`src/rtl/term_pkg.sv`:
```
// Shared types and character constants for the terminal write controller.
// The ECHO state exists only when TERM_ECHO_EN is defined.
package term_pkg;

  localparam int DEFAULT_COLS = 32;
  localparam int DEFAULT_ROWS = 4;

  localparam logic [7:0] CHAR_CR        = 8'h0D;
  localparam logic [7:0] CHAR_LF        = 8'h0A;
  localparam logic [7:0] CHAR_BS        = 8'h08;
  localparam logic [7:0] CHAR_FF        = 8'h0C;
  localparam logic [7:0] CHAR_BLANK     = 8'h20;
  localparam logic [7:0] CHAR_PRINT_MIN = 8'h20;
  localparam logic [7:0] CHAR_PRINT_MAX = 8'h7E;

  typedef enum logic [2:0] {
    ST_IDLE,
    ST_WRITE,
    ST_ADV,
    ST_CLEAR
`ifdef TERM_ECHO_EN
    , ST_ECHO
`endif
  } state_e;

  typedef enum logic [2:0] {
    OP_HOLD,
    OP_ADVANCE,
    OP_NEWLINE,
    OP_BACK,
    OP_HOME
  } cursor_op_e;

  function automatic logic isPrintable(input logic [7:0] c);
    return (c >= CHAR_PRINT_MIN) && (c <= CHAR_PRINT_MAX);
  endfunction

endpackage

```
`src/rtl/term_write_ctrl_if.sv`:
```
// Request, character-RAM and echo signals between the UART side and term_write_ctrl.
// The controller connects through the slave modport.
interface term_write_ctrl_if #(
  parameter int ROW_W = 2,
  parameter int COL_W = 5
);
  logic             rx_valid;
  logic [7:0]       rx_data;
  logic             clr_req;
  logic             ram_we;
  logic [ROW_W-1:0] ram_row;
  logic [COL_W-1:0] ram_col;
  logic [7:0]       ram_wdata;
  logic [ROW_W-1:0] cur_row;
  logic [COL_W-1:0] cur_col;
  logic             busy;
  logic             overrun;
  logic             tx_start;
  logic [7:0]       tx_data;
  logic             tx_busy;

  modport master (
    output rx_valid, rx_data, clr_req, tx_busy,
    input  ram_we, ram_row, ram_col, ram_wdata, cur_row, cur_col,
           busy, overrun, tx_start, tx_data
  );

  modport slave (
    input  rx_valid, rx_data, clr_req, tx_busy,
    output ram_we, ram_row, ram_col, ram_wdata, cur_row, cur_col,
           busy, overrun, tx_start, tx_data
  );
endinterface

```
`src/rtl/term_cursor.sv`:
```
// Cursor row/column register; all moves wrap modulo COLS and ROWS.
module term_cursor
  import term_pkg::*;
#(
  parameter int COLS  = DEFAULT_COLS,
  parameter int ROWS  = DEFAULT_ROWS,
  parameter int COL_W = $clog2(COLS),
  parameter int ROW_W = $clog2(ROWS)
) (
  input  logic             clk_i,
  input  logic             rst_ni,
  input  cursor_op_e       op_i,
  output logic [ROW_W-1:0] row_o,
  output logic [COL_W-1:0] col_o
);

  logic [ROW_W-1:0] row_q, row_d;
  logic [COL_W-1:0] col_q, col_d;

  // COLS is a power of two, so the last column is all ones and +1 wraps to zero.
  always_comb begin
    row_d = row_q;
    col_d = col_q;
    unique case (op_i)
      OP_ADVANCE: begin
        col_d = col_q + 1'b1;
        if (&col_q) row_d = row_q + 1'b1;
      end
      OP_NEWLINE: begin
        col_d = '0;
        row_d = row_q + 1'b1;
      end
      OP_BACK:  col_d = col_q - 1'b1;
      OP_HOME: begin
        col_d = '0;
        row_d = '0;
      end
      default: ;
    endcase
  end

  always_ff @(posedge clk_i or negedge rst_ni) begin
    if (!rst_ni) begin
      row_q <= '0;
      col_q <= '0;
    end else begin
      row_q <= row_d;
      col_q <= col_d;
    end
  end

  assign row_o = row_q;
  assign col_o = col_q;

endmodule

```
`src/rtl/term_write_ctrl.sv`:
```
// Sequences all writes into the VGA text RAM: printable bytes, CR/LF, backspace, clear sweeps.
// Define TERM_ECHO_EN to echo each accepted byte back through the UART transmitter.
module term_write_ctrl
  import term_pkg::*;
#(
  parameter int COLS = DEFAULT_COLS,
  parameter int ROWS = DEFAULT_ROWS
) (
  input  logic               clk_i,
  input  logic               rst_ni,
  term_write_ctrl_if.slave   bus
);

  localparam int COL_W   = $clog2(COLS);
  localparam int ROW_W   = $clog2(ROWS);
  localparam int SWEEP_W = ROW_W + COL_W;

  state_e             state_q;
  cursor_op_e         advOp_q;
  cursor_op_e         curOp;
  logic               ramWe_q;
  logic [ROW_W-1:0]   ramRow_q;
  logic [COL_W-1:0]   ramCol_q;
  logic [7:0]         ramWdata_q;
  logic               busy_q;
  logic               overrun_q;
  logic               ovrPend_q;
  logic [SWEEP_W-1:0] sweep_q;
  logic [ROW_W-1:0]   curRow;
  logic [COL_W-1:0]   curCol;
  logic               anyReq;
  logic               isClear;

  assign anyReq  = bus.rx_valid | bus.clr_req;
  assign isClear = bus.clr_req | (bus.rx_valid && (bus.rx_data == CHAR_FF));

  term_cursor #(
    .COLS (COLS),
    .ROWS (ROWS)
  ) u_cursor (
    .clk_i  (clk_i),
    .rst_ni (rst_ni),
    .op_i   (curOp),
    .row_o  (curRow),
    .col_o  (curCol)
  );

  // Backspace steps back immediately so its blank lands on the new position.
  always_comb begin
    curOp = OP_HOLD;
    unique case (state_q)
      ST_IDLE:
        if (bus.rx_valid && !isClear && (bus.rx_data == CHAR_BS) && (curCol != '0))
          curOp = OP_BACK;
      ST_ADV:   curOp = advOp_q;
      ST_CLEAR: if (sweep_q == '0) curOp = OP_HOME;
      default: ;
    endcase
  end

`ifdef TERM_ECHO_EN
  logic       txStart_q;
  logic [7:0] txData_q;
  logic [7:0] echoByte_q;
  logic       echoSent_q;
`endif

  always_ff @(posedge clk_i or negedge rst_ni) begin
    if (!rst_ni) begin
      state_q    <= ST_IDLE;
      advOp_q    <= OP_HOLD;
      ramWe_q    <= 1'b0;
      ramRow_q   <= '0;
      ramCol_q   <= '0;
      ramWdata_q <= '0;
      busy_q     <= 1'b0;
      overrun_q  <= 1'b0;
      ovrPend_q  <= 1'b0;
      sweep_q    <= '0;
`ifdef TERM_ECHO_EN
      txStart_q  <= 1'b0;
      txData_q   <= '0;
      echoByte_q <= '0;
      echoSent_q <= 1'b0;
`endif
    end else begin
      ramWe_q <= 1'b0;
`ifdef TERM_ECHO_EN
      txStart_q <= 1'b0;
`endif
      unique case (state_q)
        ST_IDLE: begin
          if (isClear) begin
            state_q    <= ST_CLEAR;
            busy_q     <= 1'b1;
            ramWe_q    <= 1'b1;
            ramRow_q   <= '0;
            ramCol_q   <= '0;
            ramWdata_q <= CHAR_BLANK;
            sweep_q    <= SWEEP_W'(1);
            overrun_q  <= 1'b0;
            ovrPend_q  <= bus.clr_req & bus.rx_valid;
          end else if (bus.rx_valid) begin
`ifdef TERM_ECHO_EN
            echoByte_q <= bus.rx_data;
`endif
            if (isPrintable(bus.rx_data)) begin
              state_q    <= ST_WRITE;
              busy_q     <= 1'b1;
              ramWe_q    <= 1'b1;
              ramRow_q   <= curRow;
              ramCol_q   <= curCol;
              ramWdata_q <= bus.rx_data;
              advOp_q    <= OP_ADVANCE;
            end else if ((bus.rx_data == CHAR_CR) || (bus.rx_data == CHAR_LF)) begin
              state_q <= ST_ADV;
              busy_q  <= 1'b1;
              advOp_q <= OP_NEWLINE;
            end else if ((bus.rx_data == CHAR_BS) && (curCol != '0)) begin
              state_q    <= ST_WRITE;
              busy_q     <= 1'b1;
              ramWe_q    <= 1'b1;
              ramRow_q   <= curRow;
              ramCol_q   <= curCol - 1'b1;
              ramWdata_q <= CHAR_BLANK;
              advOp_q    <= OP_HOLD;
            end
          end
        end
        ST_WRITE: begin
          state_q <= ST_ADV;
          if (anyReq) overrun_q <= 1'b1;
        end
        ST_ADV: begin
`ifdef TERM_ECHO_EN
          state_q    <= ST_ECHO;
          echoSent_q <= 1'b0;
`else
          state_q <= ST_IDLE;
          busy_q  <= 1'b0;
`endif
          if (anyReq) overrun_q <= 1'b1;
        end
        // Requests during the sweep must survive the sweep's own overrun clear.
        ST_CLEAR: begin
          if (sweep_q != '0) begin
            ramWe_q                <= 1'b1;
            {ramRow_q, ramCol_q}   <= sweep_q;
            ramWdata_q             <= CHAR_BLANK;
            sweep_q                <= sweep_q + 1'b1;
            if (anyReq) begin
              overrun_q <= 1'b1;
              ovrPend_q <= 1'b1;
            end
          end else begin
            state_q   <= ST_IDLE;
            busy_q    <= 1'b0;
            overrun_q <= ovrPend_q | anyReq;
            ovrPend_q <= 1'b0;
          end
        end
`ifdef TERM_ECHO_EN
        ST_ECHO: begin
          if (echoSent_q) begin
            state_q <= ST_IDLE;
            busy_q  <= 1'b0;
          end else if (!bus.tx_busy) begin
            txStart_q  <= 1'b1;
            txData_q   <= echoByte_q;
            echoSent_q <= 1'b1;
          end
          if (anyReq) overrun_q <= 1'b1;
        end
`endif
        default: begin
          state_q <= ST_IDLE;
          busy_q  <= 1'b0;
        end
      endcase
    end
  end

  assign bus.ram_we    = ramWe_q;
  assign bus.ram_row   = ramRow_q;
  assign bus.ram_col   = ramCol_q;
  assign bus.ram_wdata = ramWdata_q;
  assign bus.cur_row   = curRow;
  assign bus.cur_col   = curCol;
  assign bus.busy      = busy_q;
  assign bus.overrun   = overrun_q;

`ifdef TERM_ECHO_EN
  assign bus.tx_start = txStart_q;
  assign bus.tx_data  = txData_q;
`else
  logic unusedTxBusy;
  assign unusedTxBusy = bus.tx_busy;
  assign bus.tx_start = 1'b0;
  assign bus.tx_data  = '0;
`endif

endmodule
```
`src/flat_wrapper.sv`:
```
// flat-port wrapper written by rule: the top's interface ports become plain ports
module term_write_ctrl_flat import term_pkg::*;
#(
  parameter int COLS = DEFAULT_COLS,
  parameter int ROWS = DEFAULT_ROWS
)
  (clk_i, rst_ni, bus_rx_valid, bus_rx_data, bus_clr_req, bus_tx_busy, bus_ram_we, bus_ram_row, bus_ram_col, bus_ram_wdata, bus_cur_row, bus_cur_col, bus_busy, bus_overrun, bus_tx_start, bus_tx_data);
  term_write_ctrl_if bus_i ();
  input  logic clk_i;
  input  logic rst_ni;
  input wire logic [$bits(bus_i.rx_valid)-1:0] bus_rx_valid;
  input wire logic [$bits(bus_i.rx_data)-1:0] bus_rx_data;
  input wire logic [$bits(bus_i.clr_req)-1:0] bus_clr_req;
  input wire logic [$bits(bus_i.tx_busy)-1:0] bus_tx_busy;
  output wire logic [$bits(bus_i.ram_we)-1:0] bus_ram_we;
  output wire logic [$bits(bus_i.ram_row)-1:0] bus_ram_row;
  output wire logic [$bits(bus_i.ram_col)-1:0] bus_ram_col;
  output wire logic [$bits(bus_i.ram_wdata)-1:0] bus_ram_wdata;
  output wire logic [$bits(bus_i.cur_row)-1:0] bus_cur_row;
  output wire logic [$bits(bus_i.cur_col)-1:0] bus_cur_col;
  output wire logic [$bits(bus_i.busy)-1:0] bus_busy;
  output wire logic [$bits(bus_i.overrun)-1:0] bus_overrun;
  output wire logic [$bits(bus_i.tx_start)-1:0] bus_tx_start;
  output wire logic [$bits(bus_i.tx_data)-1:0] bus_tx_data;
  assign bus_i.rx_valid = bus_rx_valid;
  assign bus_i.rx_data = bus_rx_data;
  assign bus_i.clr_req = bus_clr_req;
  assign bus_i.tx_busy = bus_tx_busy;
  assign bus_ram_we = bus_i.ram_we;
  assign bus_ram_row = bus_i.ram_row;
  assign bus_ram_col = bus_i.ram_col;
  assign bus_ram_wdata = bus_i.ram_wdata;
  assign bus_cur_row = bus_i.cur_row;
  assign bus_cur_col = bus_i.cur_col;
  assign bus_busy = bus_i.busy;
  assign bus_overrun = bus_i.overrun;
  assign bus_tx_start = bus_i.tx_start;
  assign bus_tx_data = bus_i.tx_data;
  term_write_ctrl #(.COLS(COLS), .ROWS(ROWS)) u_core (.clk_i(clk_i), .rst_ni(rst_ni), .bus(bus_i));
endmodule
```
`config.mk`:
```
export PLATFORM = sky130hd
export DESIGN_NAME = term_write_ctrl_flat
export DESIGN_NICKNAME = d
export VERILOG_FILES = /design/src/rtl/term_pkg.sv /design/src/rtl/term_write_ctrl_if.sv /design/src/rtl/term_cursor.sv /design/src/rtl/term_write_ctrl.sv /design/src/flat_wrapper.sv
export SDC_FILE = /design/constraint.sdc
export NUM_CORES = 1
export LEC_CHECK = 0
export ABC_AREA = 1
export CORE_ASPECT_RATIO = 0.9
export CORE_UTILIZATION = 50
export CTS_BUF_LIST = sky130_fd_sc_hd__clkbuf_16
export DETAILED_ROUTE_END_ITERATION = 6
export PLACE_DENSITY_LB_ADDON = 0.1
export RECOVER_POWER = 25
export SETUP_SLACK_MARGIN = 0.3
export SLEW_MARGIN = 10
export SYNTH_ARGS = -nofsm -noshare
export SYNTH_HDL_FRONTEND = slang
export SYNTH_HIERARCHICAL = 1
export SYNTH_SLANG_ARGS = --single-unit
```
`constraint.sdc`:
```
create_clock -name clk_i -period 3.2 [get_ports clk_i]
set_input_delay 0.48 -clock clk_i [delete_from_list [all_inputs] [get_ports clk_i]]
set_output_delay 0.48 -clock clk_i [all_outputs]
set_load 0.05 [all_outputs]
```
==> out/summary.md, run 1 <==
### Yosys
- **most instantiated cells after synthesis** nand2_1, inv_1, nand3_1
- **average cell area after synthesis** 7.08 µm²
- **Yosys reg bits** 37
- **biggest area contributors in the synthesized netlist** dfrtp_1, nand2_1, nand3_1, inv_1, ha_1
- **Syn Inst Count** 374
- **async set or reset register ratio after synthesis** 1.00
- **Primary FF master, synth** dfrtp_1
- **sequential fraction of the synthesis area** 0.350
- **total standard cell area after synthesis** 0.00265 mm²
- **unique cell type count in the Yosys netlist** 31
- **most instantiated library cell after synthesis** nand2_1
- **largest area contributor in the synthesized netlist** dfrtp_1
- **EDFF count, synth** 0
- **Yosys warning total** 6
- **share of the synthesized area in the top cell type** 0.350

### Timing
- **number of hold-slack violations in the final timing report** 0
- **minimum hold slack** 474 ps
- **crit path time final** 2690 ps
- **Max Freq** 372 MHz
- **fraction of the cycle the final worst path needs** 0.839
- **setup repair after global routing missed its margin** no
- **final sum of negative setup slack** 0 ps
- **measured slew at the worst slew-check pin** 1990 ps
- **Max-slew headroom** -0.326
- **final worst clock skew** 1.96 ps
- **final number of max-transition violations** 38
- **Final setup violation count** 0

### Detailed routing
- **detailed route wirelength on metal2** 2.84 mm
- **routed via count divided by cell count** 4.97
- **Post-Route M1 WL** 2.81 mm
- **detailed route wirelength on metal3** 272 µm
- **final wirelength** 5.95 mm
- **Avg WL per Cell** 12.3 µm
- **DRT iter0 DRCs** 141
- **DRC violation count after routing** 0
- **count of antenna-violating nets left after detailed routing** 0
- **routed vias** 2404
- **Detailed Routing Iterations Pass 1** 4
- **top sig layer** met4

### Setup path
- **cell repeated most along the worst path** nand2_1
- **largest fanout on the critical path** 6
- **kind of critical path** in2reg
- **Arrival @ worst endpoint** 2850 ps
- **endpoint type of the worst setup path** register
- **crit path launch type** input port
- **setup slack on the worst flop-to-flop path** 670 ps
- **delay of the slowest cell on the worst path** 500 ps
- **data required time at the worst endpoint** 3370 ps
- **critical path cell sequence** clkdlybuf4s50_1 > nor2_1 > nand2_1 > inv_2 > nand3_2 > nand3_4 > inv_1 > nand2_1 > inv_1 > nand2_2 > a21oi_2 > buf_6 > nand3_4 > nand2_1 > nand2_1 > inv_1 > ha_1 > inv_1 > nand2_1 > nand2_1 > nand2_1 > nand2_1 > nand3_1 > nand2_1
- **slowest stage cell, crit path** clkdlybuf4s50_1

### Power
- **combinational group share of total power** 0.589
- **P_sw** 1.49 mW
- **share of power burned in registers** 0.259
- **Max IR drop VDD** 0.505 mV
- **Switching Fraction** 0.503
- **internal power component** 1.47 mW
- **static leakage power** 1.74 nW
- **total power density per cell area** 918 mW/mm²
- **clock share of power** 0.152
- **Final Total Pwr** 2.96 mW

### Global routing
- **maximum number of pins on one net before global-route repair** 38
- **number of antenna violations at the first check in global routing** 0
- **total grt overflow** 0
- **GRT Overall Usage** 0.227
- **via count of the first global-routing pass** 2233
- **global-route wire length before repair** 10.0 mm

### Floorplan
- **number of placed I/O pins** 47
- **CORE AREA** 0.00495 mm²
- **die height** 71.1 µm
- **initial core utilization** 0.535
- **number of placement rows** 24
- **Die Footprint** 0.00559 mm²
- **die width** 78.7 µm

### CTS
- **maximum count of clock buffers along a single path** 2
- **Inserted Clock Buffers** 5
- **H-Tree Depth** 2
- **insertion delay of the later-clocked pin in the worst-skew pair** 280 ps
- **clock net sink count** 37
- **count of hold-fix buffers inserted at cts** 0
- **CTS tree** done
- **clock root buffer master** clkbuf_16
- **clock transition at the register clock pins on the worst setup and hold paths after CTS** 50 ps

### Min path
- **worst min path class** reg2reg

### Place
- **IO buf count** 36
- **Routability Congestion** 0.924
- **HPWL after DPL** 4.42 mm
- **cell count after placement** 476

### Cells and area
- **number of fill cells in the layout** 458
- **count of nets after finishing** 442
- **Layout area overhead** 21.8%
- **antenna diode count** 0
- **Post-Layout Cell Count** 484
- **fraction of layout cells with a size suffix above 1** 0.119

### Run status
- **result of the run** finished with violations
- **violated checks** capacitance limit, slew limit

### Run
- **reported max-cap violation count** 1

-- timing repair --
action	4_1_cts	5_1_grt
gates resized for setup	0	11
endpoints found under the setup margin	0	2
endpoints found under the hold margin	0	0
setup buffers	0	1
-- layer usage --
layer | global-route usage | vias up
li1 | - | 1239
met1 | 0.310 | 1104
met2 | 0.373 | 58
met3 | 0.0413 | 3
met4 | 0.0514 | 0
met5 | 0 | -
-- per-stage QoR --
step / worst slack [ps] / util / cell area [µm²]
after global placement: 146 / 0.616 / 3050
after floorplan: 345 / - / 2680
after CTS: 347 / 0.642 / 3180
after detailed placement: 81.2 / 0.616 / 3050
final: 514 / 0.651 / 3230
after global routing: 289 / 0.651 / 3230
-- worst paths after layout --
| kind | startpoint | end | cells past startpoint |
|---|---|---|---|
| worst max-delay path | bus_rx_data[4] | u_core/u_cursor/col_o[4] | 24 |
| worst min-delay path | u_core/advOp_q[1] | u_core/advOp_q[1] | 2 |
| worst max register to register | u_core/u_cursor/col_o[1] | u_core/u_cursor/col_o[4] | 22 |
| worst min register to register | u_core/advOp_q[1] | u_core/advOp_q[1] | 2 |
| max in group asynchronous | rst_ni | u_core/bus.ram_row[1] | 1 |
| min in group asynchronous | rst_ni | u_core/u_cursor/col_o[1] | 1 |
-- area by class of cell --
class,count,area [µm²],share of cell area
Multi-Input combinational cell,275,1440,0.447
Sequential cell,37,926,0.287
Timing Repair Buffer,44,433,0.134
Inverter,56,210,0.0652
Clock buffer,5,125,0.0388
Tap cell,65,81.3,0.0252
Clock inverter,2,7.51,0.00233
-- cells in the final DEF (no fill, tap or decap), types with 2 or more instances in the layout --
cell and count:
nand2_2 7, nor3_1 3, conb_1 9, inv_1 50
nand3_1 38, nand3b_1 2, clkbuf_16 5, nand3_2 4
clkdlybuf4s50_1 29, nor2_1 21, xor2_1 4, nand2_1 127
o21ai_0 15, o21ai_4 2, o22ai_1 2, nor2_4 2
nand4_1 9, dfrtp_1 37, nor2_2 6, buf_4 7
ha_1 10, dlymetal6s2s_1 6, inv_2 7, nand3_4 2
nand2_4 3
-- kinds of logic (layout without fill, tap and decap cells) --
kind of cell	count (synthesis)	count (layout)	share of synthesized area
AO/OA/AOI/OAI	25	25	0.0581
XOR/XNOR	5	5	0.0165
adder cells (fa/ha/maj)	10	10	0.0472
buffers and inverters	70	107	0.124
flip-flops	37	37	0.350
other	1	9	0.00142
AND/OR/NAND/NOR	226	226	0.403
-- power groups by stage --
stage               Sequential, mW  Clock, mW  Combinational (mW)
floorplan                     1.16          0               0.907
global placement             0.770          0                1.70
detailed placement           0.776          0                1.72
CTS                          0.769      0.464                1.73
global route                 0.786      0.480                1.90
finish                       0.766      0.451                1.74
-- registers in the layout (all words and copies together), names as in the netlist, 2 cells and up --
signal / cells
u_core/bus.ram_row: 2
u_core/bus.ram_col: 5
u_core/advOp_q: 2
u_core/state_q: 2
u_core/u_cursor/col_o: 5
u_core/bus.ram_wdata: 8
u_core/sweep_q: 7
u_core/u_cursor/row_o: 2
-- worst max-delay path: cells and delay by family --
kind / cells / cell delay, ps
adder cells (fa/ha/maj): 1 / 130
AND/OR/NAND/NOR: 15 / 1140
buffers and inverters: 7 / 960
AO/OA/AOI/OAI: 1 / 140
(Power assumes the default switching activity.)
==> run 2: changes to the inputs <==
==> constraint.sdc (replaced) <==
create_clock -name clk_i -period 2.8 [get_ports clk_i]
set_input_delay 0.42 -clock clk_i [delete_from_list [all_inputs] [get_ports clk_i]]
set_output_delay 0.42 -clock clk_i [all_outputs]
set_load 0.05 [all_outputs]
==> run 2 against run 1 <==
Worst setup slack got worse by 27 ps. Total power is 20% higher. Critical path depth shrank 7. Global-route usage increased by 0.72 points. Sequential share of layout area shrank 1.7 points. Combinational power grew 24%. Clock power up 18%. Clock-buffer cell count stayed put. First-iteration DRC count grew 78%. Die area is the same. Wire length is 6.1% higher. The flow still finishes with violations (capacitance limit, slew limit). Register-to-register slack worse by 180 ps.
==> out/summary.md, run 2 (synthesis results as in run 1) <==
### Timing
- **final worst clock skew** 3.70 ps, was 1.96 ps
- **fraction of the cycle the final worst path needs** 0.826
- **setup repair after global routing missed its margin** no, unchanged
- **minimum hold slack** 475 ps, was 474 ps
- **number of hold-slack violations in the final timing report** 0, unchanged
- **crit path time final** 2310 ps
- **final sum of negative setup slack** 0 ps, unchanged
- **Max-slew headroom** -0.347, was -0.326
- **measured slew at the worst slew-check pin** 2020 ps, was 1990 ps
- **Max Freq** 432 MHz
- **final number of max-transition violations** 38, unchanged
- **Final setup violation count** 0, unchanged

### Setup path
- **kind of critical path** reg2reg, was in2reg
- **data required time at the worst endpoint** 2960 ps, was 3370 ps
- **Arrival @ worst endpoint** 2470 ps, was 2850 ps
- **length in cells of the worst reg-to-reg path** 17, was 22
- **largest fanout on the critical path** 5, was 6
- **critical path cell sequence** inv_2 > ha_1 > inv_1 > nor2_1 > nand2_2 > nand3_2 > inv_2 > nand2_4 > a21oi_4 > nand4_1 > nand2_1 > inv_1 > ha_1 > inv_1 > nand2_2 > xor2_1 > o22ai_1, was clkdlybuf4s50_1 > nor2_1 > nand2_1 > inv_2 > nand3_2 > nand3_4 > inv_1 > nand2_1 > inv_1 > nand2_2 > a21oi_2 > buf_6 > nand3_4 > nand2_1 > nand2_1 > inv_1 > ha_1 > inv_1 > nand2_1 > nand2_1 > nand2_1 > nand2_1 > nand3_1 > nand2_1
- **slowest stage cell, crit path** dfrtp_2, was clkdlybuf4s50_1
- **crit path launch type** register, was input port
- **delay of the slowest cell on the worst path** 410 ps, was 500 ps
- **endpoint type of the worst setup path** register, unchanged
- **Reg-to-Reg Start** u_core/u_cursor/col_o[1], unchanged
- **cell repeated most along the worst path** inv_1, was nand2_1
- **setup slack on the worst flop-to-flop path** 490 ps, was 670 ps
- **Worst R2R End** u_core/u_cursor/col_o[2], was u_core/u_cursor/col_o[4]

### Floorplan
- **Die Footprint** 0.00559 mm², unchanged
- **die height** 71.1 µm, unchanged
- **die width** 78.7 µm, unchanged
- **number of placed I/O pins** 47, unchanged
- **CORE AREA** 0.00495 mm², unchanged
- **number of placement rows** 24, unchanged
- **initial core utilization** 0.535, unchanged

### Run
- **reported max-cap violation count** 1, unchanged

### Place
- **DP Area** 0.00318 mm², was 0.00305 mm²
- **Routability Congestion** 0.829, was 0.924
- **IO buf count** 36, unchanged
- **HPWL after DPL** 4.50 mm, was 4.42 mm

### CTS
- **H-Tree Depth** 2, unchanged
- **clock net sink count** 37, unchanged
- **maximum count of clock buffers along a single path** 2, unchanged
- **Inserted Clock Buffers** 5, unchanged
- **clock transition at the register clock pins on the worst setup and hold paths after CTS** 60 ps, was 50 ps
- **clock root buffer master** clkbuf_16, unchanged
- **CTS tree** done, unchanged
- **insertion delay of the later-clocked pin in the worst-skew pair** 280 ps, about the same

### Min path
- **worst hold path cell count** 2, unchanged
- **hold path endpoint** u_core/bus.busy, was u_core/advOp_q[1]
- **start point of the worst min-delay path** u_core/bus.busy, was u_core/advOp_q[1]
- **worst min path class** reg2reg, unchanged

### Detailed routing
- **routed vias** 2551, was 2404
- **DRC violation count after routing** 0, unchanged
- **final wirelength** 6.32 mm, was 5.95 mm
- **Avg WL per Cell** 12.5 µm, was 12.3 µm
- **Detailed Routing Iterations Pass 1** 5, was 4
- **count of antenna-violating nets left after detailed routing** 0, unchanged
- **DRT iter0 DRCs** 251, was 141
- **routed via count divided by cell count** 5.04, was 4.97

### Cells and area
- **antenna diode count** 0, unchanged
- **Layout area overhead** 29.9%, was 21.8%
- **max reg flops** 8, unchanged
- **number of fill cells in the layout** 422, was 458
- **most frequent standard cell in the layout excluding fill and tap cells** nand2_1, unchanged
- **count of nets after finishing** 463, was 442
- **Post-Layout Inst Area** 0.00344 mm², was 0.00323 mm²
- **top library cells by usage in the layout, fill and taps aside** nand2_1, inv_1, nand3_1, unchanged
- **fraction of layout cells with a size suffix above 1** 0.206, was 0.119

### Global routing
- **global-route wire length before repair** 10.3 mm, was 10.0 mm
- **maximum number of pins on one net before global-route repair** 38, unchanged
- **number of antenna violations at the first check in global routing** 0, unchanged
- **total grt overflow** 0, unchanged
- **GRT Overall Usage** 0.234, was 0.227
- **via count of the first global-routing pass** 2288, was 2233

### Power
- **static leakage power** 1.86 nW, was 1.74 nW
- **Max IR drop VDD** 0.613 mV, was 0.505 mV
- **total power density per cell area** 1030 mW/mm², was 918 mW/mm²

### Run status
- **result of the run** finished with violations, unchanged
- **violated checks** capacitance limit, slew limit, unchanged

==> run 2: cell types whose count changed in the layout (fill, tap and decap cells not counted), sizes merged <==
cell           delta
buf              +21
clkdlybuf4s50     -2
dlygate4sd2       +2
inv               +1
==> run 2: layout make-up <==
class,count,area [µm²],share of cell area
clock inverters,3,11.3,0.00327
well taps,65,81.3,0.0236
clock buffers,5,125,0.0364
inverters,56,210,0.0611
multi-input cells,275,1500,0.436
repair buffers,65,584,0.170
flip-flops and latches,37,928,0.270
==> run 2: worst max-delay path: cells and delay by family, from the launching register on <==
kind	cells	cell delay, ps
adders and majority gates	2	350
and+or+nand+nor	7	640
buffers and inverters	5	310
xor gates and xnor gates	1	170
DFF	1	410
AOI/OAI and AO/OA	2	300
==> run 2: timing repair <==
item,in CTS,in global routing
endpoints found under the setup margin,2,7
gates resized for setup,4,26
hold buffers,0,0
buffers inserted,3,5
pin swaps,8,9
endpoints found under the hold margin,0,0
==> run 2: where the power goes <==
part | internal, mW | switching, mW | leakage, nW
registers | 0.716 | 0.144 | 0.487
clock network | 0.320 | 0.210 | 0.0738
logic | 0.735 | 1.42 | 1.29
==> run 2: stage by stage <==
stage | setup WS (ps) | instances | util | power [mW]
floorplan | 313 | 382 | - | 2.38
CTS | 308 | 501 | 0.676 | 3.46
finish | 487 | 506 | 0.694 | 3.55
detailed placement | -36.8 | 490 | 0.642 | 2.91
global route | 291 | 506 | 0.694 | 3.79
global placement | -2.25 | 490 | 0.642 | 2.88
==> run 2: worst max-delay path by stage <==
| stage | start | to | slack, ps | cells after the start |
|---|---|---|---|---|
| 2_1_floorplan | u_core/u_cursor/col_o[0] | u_core/u_cursor/col_o[4] | 310 | 19 |
| 3_3_place_gp | bus_rx_data[7] | u_core/u_cursor/col_o[2] | -2 | 19 |
| 3_5_place_dp | bus_rx_data[7] | u_core/u_cursor/col_o[4] | -40 | 21 |
| 4_1_cts | bus_rx_data[5] | u_core/u_cursor/col_o[4] | 310 | 21 |
| 5_1_grt | u_core/u_cursor/col_o[1] | u_core/u_cursor/col_o[4] | 290 | 20 |
| 6_report | u_core/u_cursor/col_o[1] | u_core/u_cursor/col_o[2] | 490 | 17 |
==> run 2: layer usage <==
metal	vias up	track usage	routed length, µm
li1	1295	-	-
met1	1154	0.331	3040
met2	98	0.364	2810
met3	4	0.0452	416
met4	0	0.0638	44
met5	-	0	0
==> run 3: changes to the inputs <==
==> constraint.sdc (replaced) <==
create_clock -name clk_i -period 2.2 [get_ports clk_i]
set_input_delay 0.33 -clock clk_i [delete_from_list [all_inputs] [get_ports clk_i]]
set_output_delay 0.33 -clock clk_i [all_outputs]
set_load 0.05 [all_outputs]
==> run 3 against run 2 <==
Clock-buffer cell count unchanged. Wire length up 16%. Worst hold slack worse by 2.3 ps. Die area unchanged. The flow now finishes without violations. First-iteration DRC count down 42%. Non-clock buffer count up 29. Clock power up 54%. Worst setup slack worse by 460 ps. Critical endpoint unchanged. Critical path type unchanged.
==> out/summary.md, run 3 (synthesis results as in run 1) <==
### Run status
- **result of the run** finished clean, was finished with violations

### Setup path
- **Arrival @ worst endpoint** 2320 ps, was 2470 ps
- **crit path launch type** register, unchanged
- **largest fanout on the critical path** 4, was 5
- **endpoint type of the worst setup path** register, unchanged
- **data required time at the worst endpoint** 2360 ps, was 2960 ps
- **kind of critical path** reg2reg, unchanged

### Floorplan
- **initial core utilization** 0.535, unchanged
- **number of placement rows** 24, unchanged
- **number of placed I/O pins** 47, unchanged
- **Die Footprint** 0.00559 mm², unchanged
- **die width** 78.7 µm, unchanged
- **CORE AREA** 0.00495 mm², unchanged
- **die height** 71.1 µm, unchanged

### Detailed routing
- **routed via count divided by cell count** 5.17, was 5.04
- **DRC violation count after routing** 0, unchanged
- **Detailed Routing Iterations Pass 1** 5, unchanged
- **Avg WL per Cell** 13.6 µm, was 12.5 µm
- **routed vias** 2769, was 2551
- **count of antenna-violating nets left after detailed routing** 0, unchanged
- **DRT iter0 DRCs** 145, was 251
- **final wirelength** 7.31 mm, was 6.32 mm

### Power
- **total power density per cell area** 1330 mW/mm², was 1030 mW/mm²
- **static leakage power** 1.98 nW, was 1.86 nW
- **Max IR drop VDD** 0.775 mV, was 0.613 mV

### Timing
- **final sum of negative setup slack** 0 ps, unchanged
- **crit path time final** 2170 ps, was 2310 ps
- **Max Freq** 461 MHz, was 432 MHz
- **final worst clock skew** 7.94 ps, was 3.70 ps
- **number of hold-slack violations in the final timing report** 0, unchanged
- **final critical-path setup slack** 31.9 ps, was 487 ps
- **Max-slew headroom** 0.391, was -0.347
- **measured slew at the worst slew-check pin** 913 ps, was 2020 ps
- **setup repair after global routing missed its margin** yes, was no
- **Final setup violation count** 0, unchanged
- **final number of max-transition violations** 0, was 38
- **fraction of the cycle the final worst path needs** 0.985, was 0.826

### Run
- **reported max-cap violation count** 0, was 1

### Cells and area
- **antenna diode count** 0, unchanged
- **Layout area overhead** 41.9%, was 29.9%
- **max reg flops** 8, unchanged
- **fraction of layout cells with a size suffix above 1** 0.299, was 0.206
- **top library cells by usage in the layout, fill and taps aside** nand2_1, buf_4, nand3_1, was nand2_1, inv_1, nand3_1
- **Post-Layout Cell Count** 536, was 506
- **count of nets after finishing** 493, was 463
- **most frequent standard cell in the layout excluding fill and tap cells** nand2_1, unchanged

### Global routing
- **GRT Overall Usage** 0.255, was 0.234
- **via count of the first global-routing pass** 2464, was 2288
- **total grt overflow** 0, unchanged
- **global-route wire length before repair** 11.3 mm, was 10.3 mm
- **maximum number of pins on one net before global-route repair** 23, was 38
- **number of antenna violations at the first check in global routing** 0, unchanged

### Place
- **HPWL after DPL** 4.74 mm, was 4.50 mm
- **IO buf count** 36, unchanged
- **cell count after placement** 511, was 490
- **worst setup slack after placement** -398 ps, was -36.8 ps
- **Routability Congestion** 0.911, was 0.829

### CTS
- **clock transition at the register clock pins on the worst setup and hold paths after CTS** 60 ps, about the same
- **maximum count of clock buffers along a single path** 2, unchanged
- **Inserted Clock Buffers** 5, unchanged
- **CTS tree** done, unchanged
- **H-Tree Depth** 2, unchanged
- **clock net sink count** 37, unchanged
- **insertion delay of the later-clocked pin in the worst-skew pair** 280 ps, about the same
- **clock root buffer master** clkbuf_16, unchanged

### Min path
- **worst min path class** reg2reg, unchanged

run 3: cell types whose count changed in the layout (fill, tap and decap cells not counted), moves of 4 or more:
cell	previous run	this run
buf_4	29	52
dlygate4sd2_1	2	13
inv_1	42	34
clkdlybuf4s50_1	27	21
dlymetal6s2s_1	6	1
inv_2	16	21
nand2_1	123	118
buf_6	0	4
nor2_1	19	15
run 3: report_power, final:
group	internal (mW)	total [mW]	switching [mW]
clock network	0.531	0.815	0.285
logic	1.12	3.15	2.02
registers	0.911	1.05	0.138
run 3: final cells by class:
class                           count  area (µm²)
Clock inverter                      3        41.3
Sequential cell                    37         928
Timing Repair Buffer               94         791
Multi-Input combinational cell    276        1580
Inverter                           56         214
Clock buffer                        5         125
Tap cell                           65        81.3
Fill cell                         379        1190
run 3: metrics by stage:
stage                     instance area [µm²]  hold WS (ps)  utilization  total power, mW
final                                    3760           473        0.759             5.01
after detailed placement                 3350           270        0.676             3.86
after floorplan                          2720          34.4            -             3.05
after global placement                   3350           269        0.676             3.83
after global routing                     3760           500        0.759             5.32
after CTS                                3650           475        0.736             4.80
run 3: path summary, 6_finish.rpt:
check	start	end	slack [ps]	cells after the start
setup reg to reg	u_core/state_q[1]	u_core/u_cursor/col_o[2]	30	15
setup / recovery	u_core/state_q[1]	u_core/u_cursor/col_o[2]	30	15
hold reg to reg	u_core/bus.ram_row[0]	u_core/bus.ram_row[0]	470	2
max in group asynchronous	rst_ni	u_core/advOp_q[1]	390	3
min in group asynchronous	rst_ni	u_core/u_cursor/col_o[3]	700	2
hold / removal	u_core/bus.ram_row[0]	u_core/bus.ram_row[0]	470	2
run 3: what timing repair did:
item,4_1_cts,5_1_grt
setup endpoints to repair,12,10
hold buffers,1,0
setup buffers,8,7
hold endpoints to repair,15,0
gates cloned,0,1
pin swaps,19,24
resized for setup,38,19
run 3: routing by layer:
metal  global-route usage  wire length [µm]  part of all wire
met5                    0                 0                 0
met4               0.0576                93             0.013
met3               0.0374               447             0.061
met2                0.429              3580              0.49
met1                0.347              3180              0.44
run 3: critical path, cell delays in order, from the launching register on:
cell and delay [ps]:
dfrtp_1 390, inv_2 110, ha_4 160, nand3_4 80, inv_2 70, nand2_2 50, inv_2 70, nand2_4 70
a21oi_4 190, buf_4 140, buf_6 100, nand4_1 110, nand2_2 140, buf_4 130, xor2_1 140, o22ai_1 90
